<file path="config.mk">
export PLATFORM = sky130hd
export DESIGN_NAME = fsm_write_data
export DESIGN_NICKNAME = d
export VERILOG_FILES = /design/src/rtl/fsm_write_data.sv
export SDC_FILE = /design/constraint.sdc
export NUM_CORES = 1
export LEC_CHECK = 0
export CORE_AREA = 5 5 120 122
export DETAILED_ROUTE_END_ITERATION = 12
export DIE_AREA = 0 0 125 127
export PLACE_DENSITY = 0.79
export SLEW_MARGIN = 10
export SYNTH_ARGS = -nofsm -noshare
export SYNTH_HDL_FRONTEND = slang
export SYNTH_SLANG_ARGS = --single-unit
</file>
<file path="constraint.sdc">
create_clock -name clk -period 4.9 [get_ports clk]
set_input_delay 0.98 -clock clk [delete_from_list [all_inputs] [get_ports clk]]
set_output_delay 0.98 -clock clk [all_outputs]
set_load 0.01 [all_outputs]
</file>
<file path="src/rtl/fsm_write_data.sv">
// Write-side sequencer for the shared game-state BRAM: snapshots game-logic outputs
// on request and writes changed fields to port A, one slot per cycle, fixed 8-cycle pass.
module fsm_write_data #(
  parameter logic [15:0] game_state_address     = 16'h800F,
  parameter logic [15:0] ball_x_address         = 16'h8008,
  parameter logic [15:0] ball_y_address         = 16'h8009,
  parameter logic [15:0] paddle1_y_address      = 16'h8002,
  parameter logic [15:0] paddle2_y_address      = 16'h8004,
  parameter logic [15:0] player_1_score_address = 16'h800D,
  parameter logic [15:0] player_2_score_address = 16'h800E,
  parameter bit          FORCE_ALL              = 1'b0
) (
  input  logic        clk,
  input  logic        reset,
  input  logic        update_req,
  input  logic [1:0]  game_state,
  input  logic [9:0]  ball_x,
  input  logic [9:0]  ball_y,
  input  logic [9:0]  paddle1_y,
  input  logic [9:0]  paddle2_y,
  input  logic [6:0]  player_1_score,
  input  logic [6:0]  player_2_score,
  output logic [15:0] addr_a,
  output logic [15:0] data_a,
  output logic        wren_a,
  output logic        busy,
  output logic        done,
  output logic        req_dropped
);

  localparam int NSLOT = 7;

  typedef enum logic {IDLE, WRITE} state_t;

  state_t      state, state_nxt;
  logic [2:0]  idx, idx_nxt;
  logic [15:0] snap   [NSLOT];
  logic [15:0] shadow [NSLOT];
  logic        first_pass;
  logic        accept;
  logic        last;
  logic        dirty;
  logic [15:0] slot_data;
  logic [15:0] slot_shadow;

  function automatic logic [15:0] slot_address(input logic [2:0] i);
    logic [15:0] a;
    case (i)
      3'd0:    a = game_state_address;
      3'd1:    a = ball_x_address;
      3'd2:    a = ball_y_address;
      3'd3:    a = paddle1_y_address;
      3'd4:    a = paddle2_y_address;
      3'd5:    a = player_1_score_address;
      3'd6:    a = player_2_score_address;
      default: a = 16'h0000;
    endcase
    return a;
  endfunction

  assign accept = (state == IDLE) && update_req;

  // idx 7 is the closing cycle of a pass: nothing written, done pulsed
  always_comb begin
    slot_data   = '0;
    slot_shadow = '0;
    for (int i = 0; i < NSLOT; i++) begin
      if (idx == 3'(i)) begin
        slot_data   = snap[i];
        slot_shadow = shadow[i];
      end
    end
    last  = (idx == 3'd7);
    dirty = (slot_data != slot_shadow) || first_pass || FORCE_ALL;
  end

  always_comb begin
    state_nxt = state;
    idx_nxt   = idx;
    case (state)
      IDLE: begin
        if (update_req) begin
          state_nxt = WRITE;
          idx_nxt   = 3'd0;
        end
      end
      WRITE: begin
        if (last) begin
          state_nxt = IDLE;
          idx_nxt   = 3'd0;
        end else begin
          idx_nxt = idx + 3'd1;
        end
      end
      default: begin
        state_nxt = IDLE;
        idx_nxt   = 3'd0;
      end
    endcase
  end

  always_ff @(posedge clk or negedge reset) begin
    if (!reset) begin
      state <= IDLE;
      idx   <= 3'd0;
    end else begin
      state <= state_nxt;
      idx   <= idx_nxt;
    end
  end

  // Snapshot is pure data: only meaningful after an accept, so no reset needed
  always_ff @(posedge clk) begin
    if (accept) begin
      snap[0] <= 16'(game_state);
      snap[1] <= 16'(ball_x);
      snap[2] <= 16'(ball_y);
      snap[3] <= 16'(paddle1_y);
      snap[4] <= 16'(paddle2_y);
      snap[5] <= 16'(player_1_score);
      snap[6] <= 16'(player_2_score);
    end
  end

  always_ff @(posedge clk or negedge reset) begin
    if (!reset) begin
      for (int i = 0; i < NSLOT; i++) shadow[i] <= '0;
    end else if ((state == WRITE) && !last && dirty) begin
      for (int i = 0; i < NSLOT; i++) begin
        if (idx == 3'(i)) shadow[i] <= slot_data;
      end
    end
  end

  always_ff @(posedge clk or negedge reset) begin
    if (!reset) begin
      addr_a      <= '0;
      data_a      <= '0;
      wren_a      <= 1'b0;
      busy        <= 1'b0;
      done        <= 1'b0;
      req_dropped <= 1'b0;
      first_pass  <= 1'b1;
    end else begin
      addr_a <= '0;
      data_a <= '0;
      wren_a <= 1'b0;
      done   <= 1'b0;
      if (accept) busy <= 1'b1;
      if (state == WRITE) begin
        if (last) begin
          busy       <= 1'b0;
          done       <= 1'b1;
          first_pass <= 1'b0;
        end else begin
          // clean slots still present address/data so the bus stays traceable
          addr_a <= slot_address(idx);
          data_a <= slot_data;
          wren_a <= dirty;
        end
      end
      if ((state != IDLE) && update_req) req_dropped <= 1'b1;
    end
  end

endmodule

</file>
* After elaboration in Yosys (flattened, before gate mapping) *
Memory sizes are Yosys's and may differ from the RTL's.
Cells that the tools add are included.

word-level totals
  input bits = 59
  word-level logic and storage cells = 77
  output and inout port bits = 36
  memories kept = 1
  bits in writable memories = 70
  register bits = 153

memory list
  name  depth  bits a word  read ports  clocked after memory_dff  wr ports  RTL line  text
  snap  7      10           7           0                         7         37        logic [15:0] snap [NSLOT];

cells by class
  add/sub/neg operators = 1
  equality and inequality tests = 9
  multiplexer cells = 34
  bitwise gates (word level) = 1
  reductions and logical operators = 15

operators with widths
  operator               count
  $mux W16               18
  $pmux W16 S7           1
  $ne A16 B16 Y1         1
  $reduce_and A2 Y1      8
  $eq A3 B3 Y1 const B   4
  $mux W1                11
  $eq A3 B2 Y1 const B   2
  $mux W3                2
  $pmux W3 S2            1
  $logic_and A1 B1 Y1    4
  $add A3 B1 Y3 const B  1
  $eq A3 B1 Y1 const B   1
  $logic_not A3 Y1       1
  $ne A2 B2 Y1 const B   1
  $pmux W1 S2            1
  $logic_not A1 Y1       1
  $logic_or A1 B1 Y1     1
  $not A1 Y1             1

* Logic depth before layout (Yosys ltp) *
  word-level depth = 12
  depth in mapped cells = 15
  gate-level depth less buffers = 9

* Worst setup path after synthesis *
Ideal clock, no wire load.

  kind = input-to-reg
  from = input update_req
  to = memory snap[0][0] (netlist name), enable pin
  arrival time = 3.503 ns
  library setup time = 0.478 ns
  path slack = 0.919 ns
  data required time = 4.422 ns
  stages = 1
  cell sequence = nor2b_1

RTL lines
  what             RTL line  text
  start, declared  15        input logic update_req,
  end, declared    37

* Worst setup path in the final report *
  from = register idx[0]
  to = register shadow[70] (netlist name)

between the ends
  word-level cells in the longest chain between the ends = 12
  elaborated cells on any way between the ends = 28

RTL lines
  what                                RTL line  text
  start, declared                     36        logic [2:0] idx, idx_nxt;
  start signal, assigned              108       idx <= idx_nxt;
  $logic_not A3 Y1                    68        if (idx == 3'(i)) begin
  $mux W16 (7 in a row)               68
  $ne A16 B16 Y1                      74        dirty = (slot_data != slot_shadow) || first_pass || FORCE_ALL;
  $logic_or A1 B1 Y1                  74
  $logic_and A1 B1 Y1                 128       end else if ((state == WRITE) && !last && dirty) begin
  $reduce_and A2 Y1 (no source line)  n/a
  end signal, assigned by index       130       if (idx == 3'(i)) shadow[i] <= slot_data;
  end, declared                       38        logic [15:0] shadow [NSLOT];

Parallel ways exist; a longest one is shown, timed or not.
A chain may end at the register's enable or synchronous reset.

==> impl_results.md <==
* Power density normalized to cell area at 739 mW/mm²
* Setup TNS after final layout at 0 ns
* Total of endpoints with negative setup slack in the final report at 0
* Via density per instance at 5.94
* Leading register cell type out of synthesis: dfrtp_1
* Worst clock skew at 0.0106 ns
* Async S/R FF share, synth at 62.7%
* Clock tree from TritonCTS: done
* Maximum number of pins on one net before global-route repair at 56
* Top post-synthesis cells by count: dfrtp_1, mux2_2, edfxtp_1
* Post-CTS setup buffer count at 0
* Die span in y at 127 µm
* Critical path class: register to register
* Wire per inst at 20.7 µm
* Most frequently used cell type in the post-synthesis netlist: dfrtp_1
* Critical path startpoint category: register
* Sequential share of the synthesized area at 57.0%
* Average cell area after synthesis at 12.9 µm²
* Die width at 125 µm
* Antenna violations before repair at 0
* Max Transition Viols Final at 0
* Count of final hold-check violations at 0
* Via count of the first global-routing pass at 5031
* Aggregate global routing overflow at 0
* Leakage power summed over all cells at 0.00337 µW
* Fraction of post-synthesis cell area in the top cell type by area at 32.9%
* RePlAce Congestion at 0.892
* Clock net sink count at 150
* RSZ-0062 raised after global routing: false
* Layout Nets at 687
* Setup ws final at 0.881 ns
* Worst VDD drop at 0.400 mV
* Synthesized flop and latch total at 150
* Cells taking the most area after synthesis: dfrtp_1, edfxtp_1, mux2_2
* Final cell count without fillers at 811
* Arrival @ worst endpoint at 4.32 ns
* Vias at 4818
* Cell area after technology mapping at 0.00708 mm²
* Number of instances in the placed design at 779
* Total I/O pin count at 95
* Slew of the pin with the lowest slew margin at 1.10 ns
* Endpoint class of the critical path: register
* Worst slack at placement at 0.908 ns
* Ant diodes at 0
* Worst-case headroom to the max-slew limit at 26.5%
* Half-perimeter wire length of the detailed placement result at 11.1 mm
* First-iteration detailed-routing DRC count at 437
* Share of layout cells above drive strength 1 at 20.8%
* Clock buffers created by TritonCTS at 17
* Starting density of the core at 54.1%
* Initial DRT Pass Iterations at 6
* Count of nets left with antenna violations after detail routing at 0
* Fraction of the cycle the final worst path needs at 82.0%
* Dominant cell type by area after synthesis: dfrtp_1
* Status: finished, final reports clean
* Shortest clock period the worst path allows after layout at 4.02 ns
* Yosys Warn Count at 0
* Area added between synthesis and finish at 21.1%
* Number of distinct standard cells referenced by the synthesized netlist at 55
* Clock root buffer: clkbuf_16
* Number of H-tree levels at 4
* PortBufs at 77
* Total power of the final layout at 6340 µW
* Site row count at 42
* # fillers at 929
* Post-synthesis instance total at 550
* Longest Clk Path Bufs at 2
* Number of enable-type register cells in the synthesized netlist at 56
* Insertion delay to the later sink of the worst-skew pair at 0.43 ns
* GR Util All Layers at 21.5%
* First-pass GRT wire length at 26.8 mm
* Number of gates resized after CTS at 0
* Detailed Route WL at 16.8 mm
* Residual DRC count at 0
* Data required time at the worst endpoint at 5.20 ns
* Top achievable clock speed at 249 MHz
* Number of max-cap violations at 0
* Die area at 0.0159 mm²
* Maximum net fanout on the critical path at 20
* Clock input transition at the sequential cells of the worst setup and hold paths at 0.06 ns
* Number of hold-repair buffers added at the cts stage at 0
* Area inside the core boundary at 0.0131 mm²
* Hold Path Class: register to register
## power breakdown
part | switching [µW] | internal (µW) | total, µW | leakage [µW]
Clock | 494 | 928 | 1420 | 0.000313
Sequential | 197 | 1700 | 1890 | 0.00171
Combinational | 1770 | 1250 | 3020 | 0.00135
Total | 2460 | 3880 | 6340 | 0.00337
## metal layers
metal  up-vias  wire [µm]  GRT usage [%]
li1       2149          -              -
met1      2391       7080           28.3
met2       238       8020           34.2
met3        40       1330           6.14
met5         -          0              0
met4         0        386           8.48
## critical path, stage by stage, from the launching register on
cell,delay (ns)
dfrtp_1,0.42
inv_1,0.11
ha_1,0.68
buf_4,0.32
nand2b_1,0.18
nor2_1,0.07
o311a_4,0.41
or3_4,0.42
a2111oi_4,0.38
buf_4,0.30
a31oi_4,0.24
mux2_2,0.36
## per-stage QoR
stage	cell area, µm²	hold WS (ns)	utilization (%)
3_3_place_gp	7940	0.438	60.6
6_report	8580	0.456	65.5
2_1_floorplan	7140	0.459	-
4_1_cts	8580	0.463	65.5
5_1_grt	8580	0.487	65.5
3_5_place_dp	7940	0.451	60.6
## layout make-up
cell class	instances	area, µm²	area share, %
clock buffer	23	468	5.46
clock inverter	9	173	2.01
inverter	9	33.8	0.394
multi-input combinational	354	2780	32.4
sequential	150	4040	47.1
tap	176	220	2.57
timing repair buffer	90	866	10.1
## state kept, by name (all words and copies together) (netlist names)
signal	flops
first_pass	1
done	1
snap	56
req_dropped	1
shadow	70
wren_a	1
data_a	10
idx	3
state	1
addr_a	5
busy	1
## final timing paths
check	from	end	slack, ns	cells after the start
max	idx[0]	shadow[70]	0.88	11
min	req_dropped	req_dropped	0.46	1
max reg2reg	idx[0]	shadow[70]	0.88	11
min reg2reg	req_dropped	req_dropped	0.46	1
max in group asynchronous	reset	shadow[85]	3.29	2
min in group asynchronous	reset	state	0.60	1
## layout by cell type (no fill, tap or decap), types with 4 or more instances in the layout
| cell type | instances |
|---|---|
| bufinv_16 | 5 |
| inv_1 | 9 |
| nor2b_1 | 27 |
| nand3_1 | 5 |
| nand2b_1 | 15 |
| o221a_2 | 5 |
| a221oi_1 | 13 |
| a31oi_1 | 5 |
| clkbuf_1 | 4 |
| o32ai_1 | 5 |
| or3b_2 | 4 |
| clkbuf_16 | 17 |
| nand3b_1 | 12 |
| xnor2_1 | 9 |
| mux2_2 | 62 |
| a221o_1 | 9 |
| nor2_1 | 8 |
| a21o_1 | 5 |
| dfrtp_1 | 93 |
| or2_2 | 4 |
| a21oi_1 | 23 |
| o21ai_0 | 25 |
| conb_1 | 17 |
| and3b_1 | 4 |
| ha_1 | 5 |
| clkdlybuf4s50_1 | 76 |
| edfxtp_1 | 56 |
| and2_1 | 13 |
| o211ai_1 | 4 |
| a31oi_4 | 7 |
| nand2_1 | 26 |
| buf_4 | 14 |
| nor3b_1 | 8 |
## logic make-up (layout without fill, tap and decap cells)
logic type / Yosys count / after routing / synth area share [%]
other: 1 / 17 / 0.0529
multiplexers: 62 / 62 / 9.86
XOR/XNOR: 9 / 9 / 1.11
AND/OR/NAND/NOR: 136 / 136 / 11.7
adder cells (fa/ha/maj): 6 / 6 / 1.06
flip-flops: 150 / 150 / 57.0
AO/OA/AOI/OAI: 124 / 124 / 14.5
buffers and inverters: 62 / 131 / 4.77
Power figures use the tool's default switching activity.
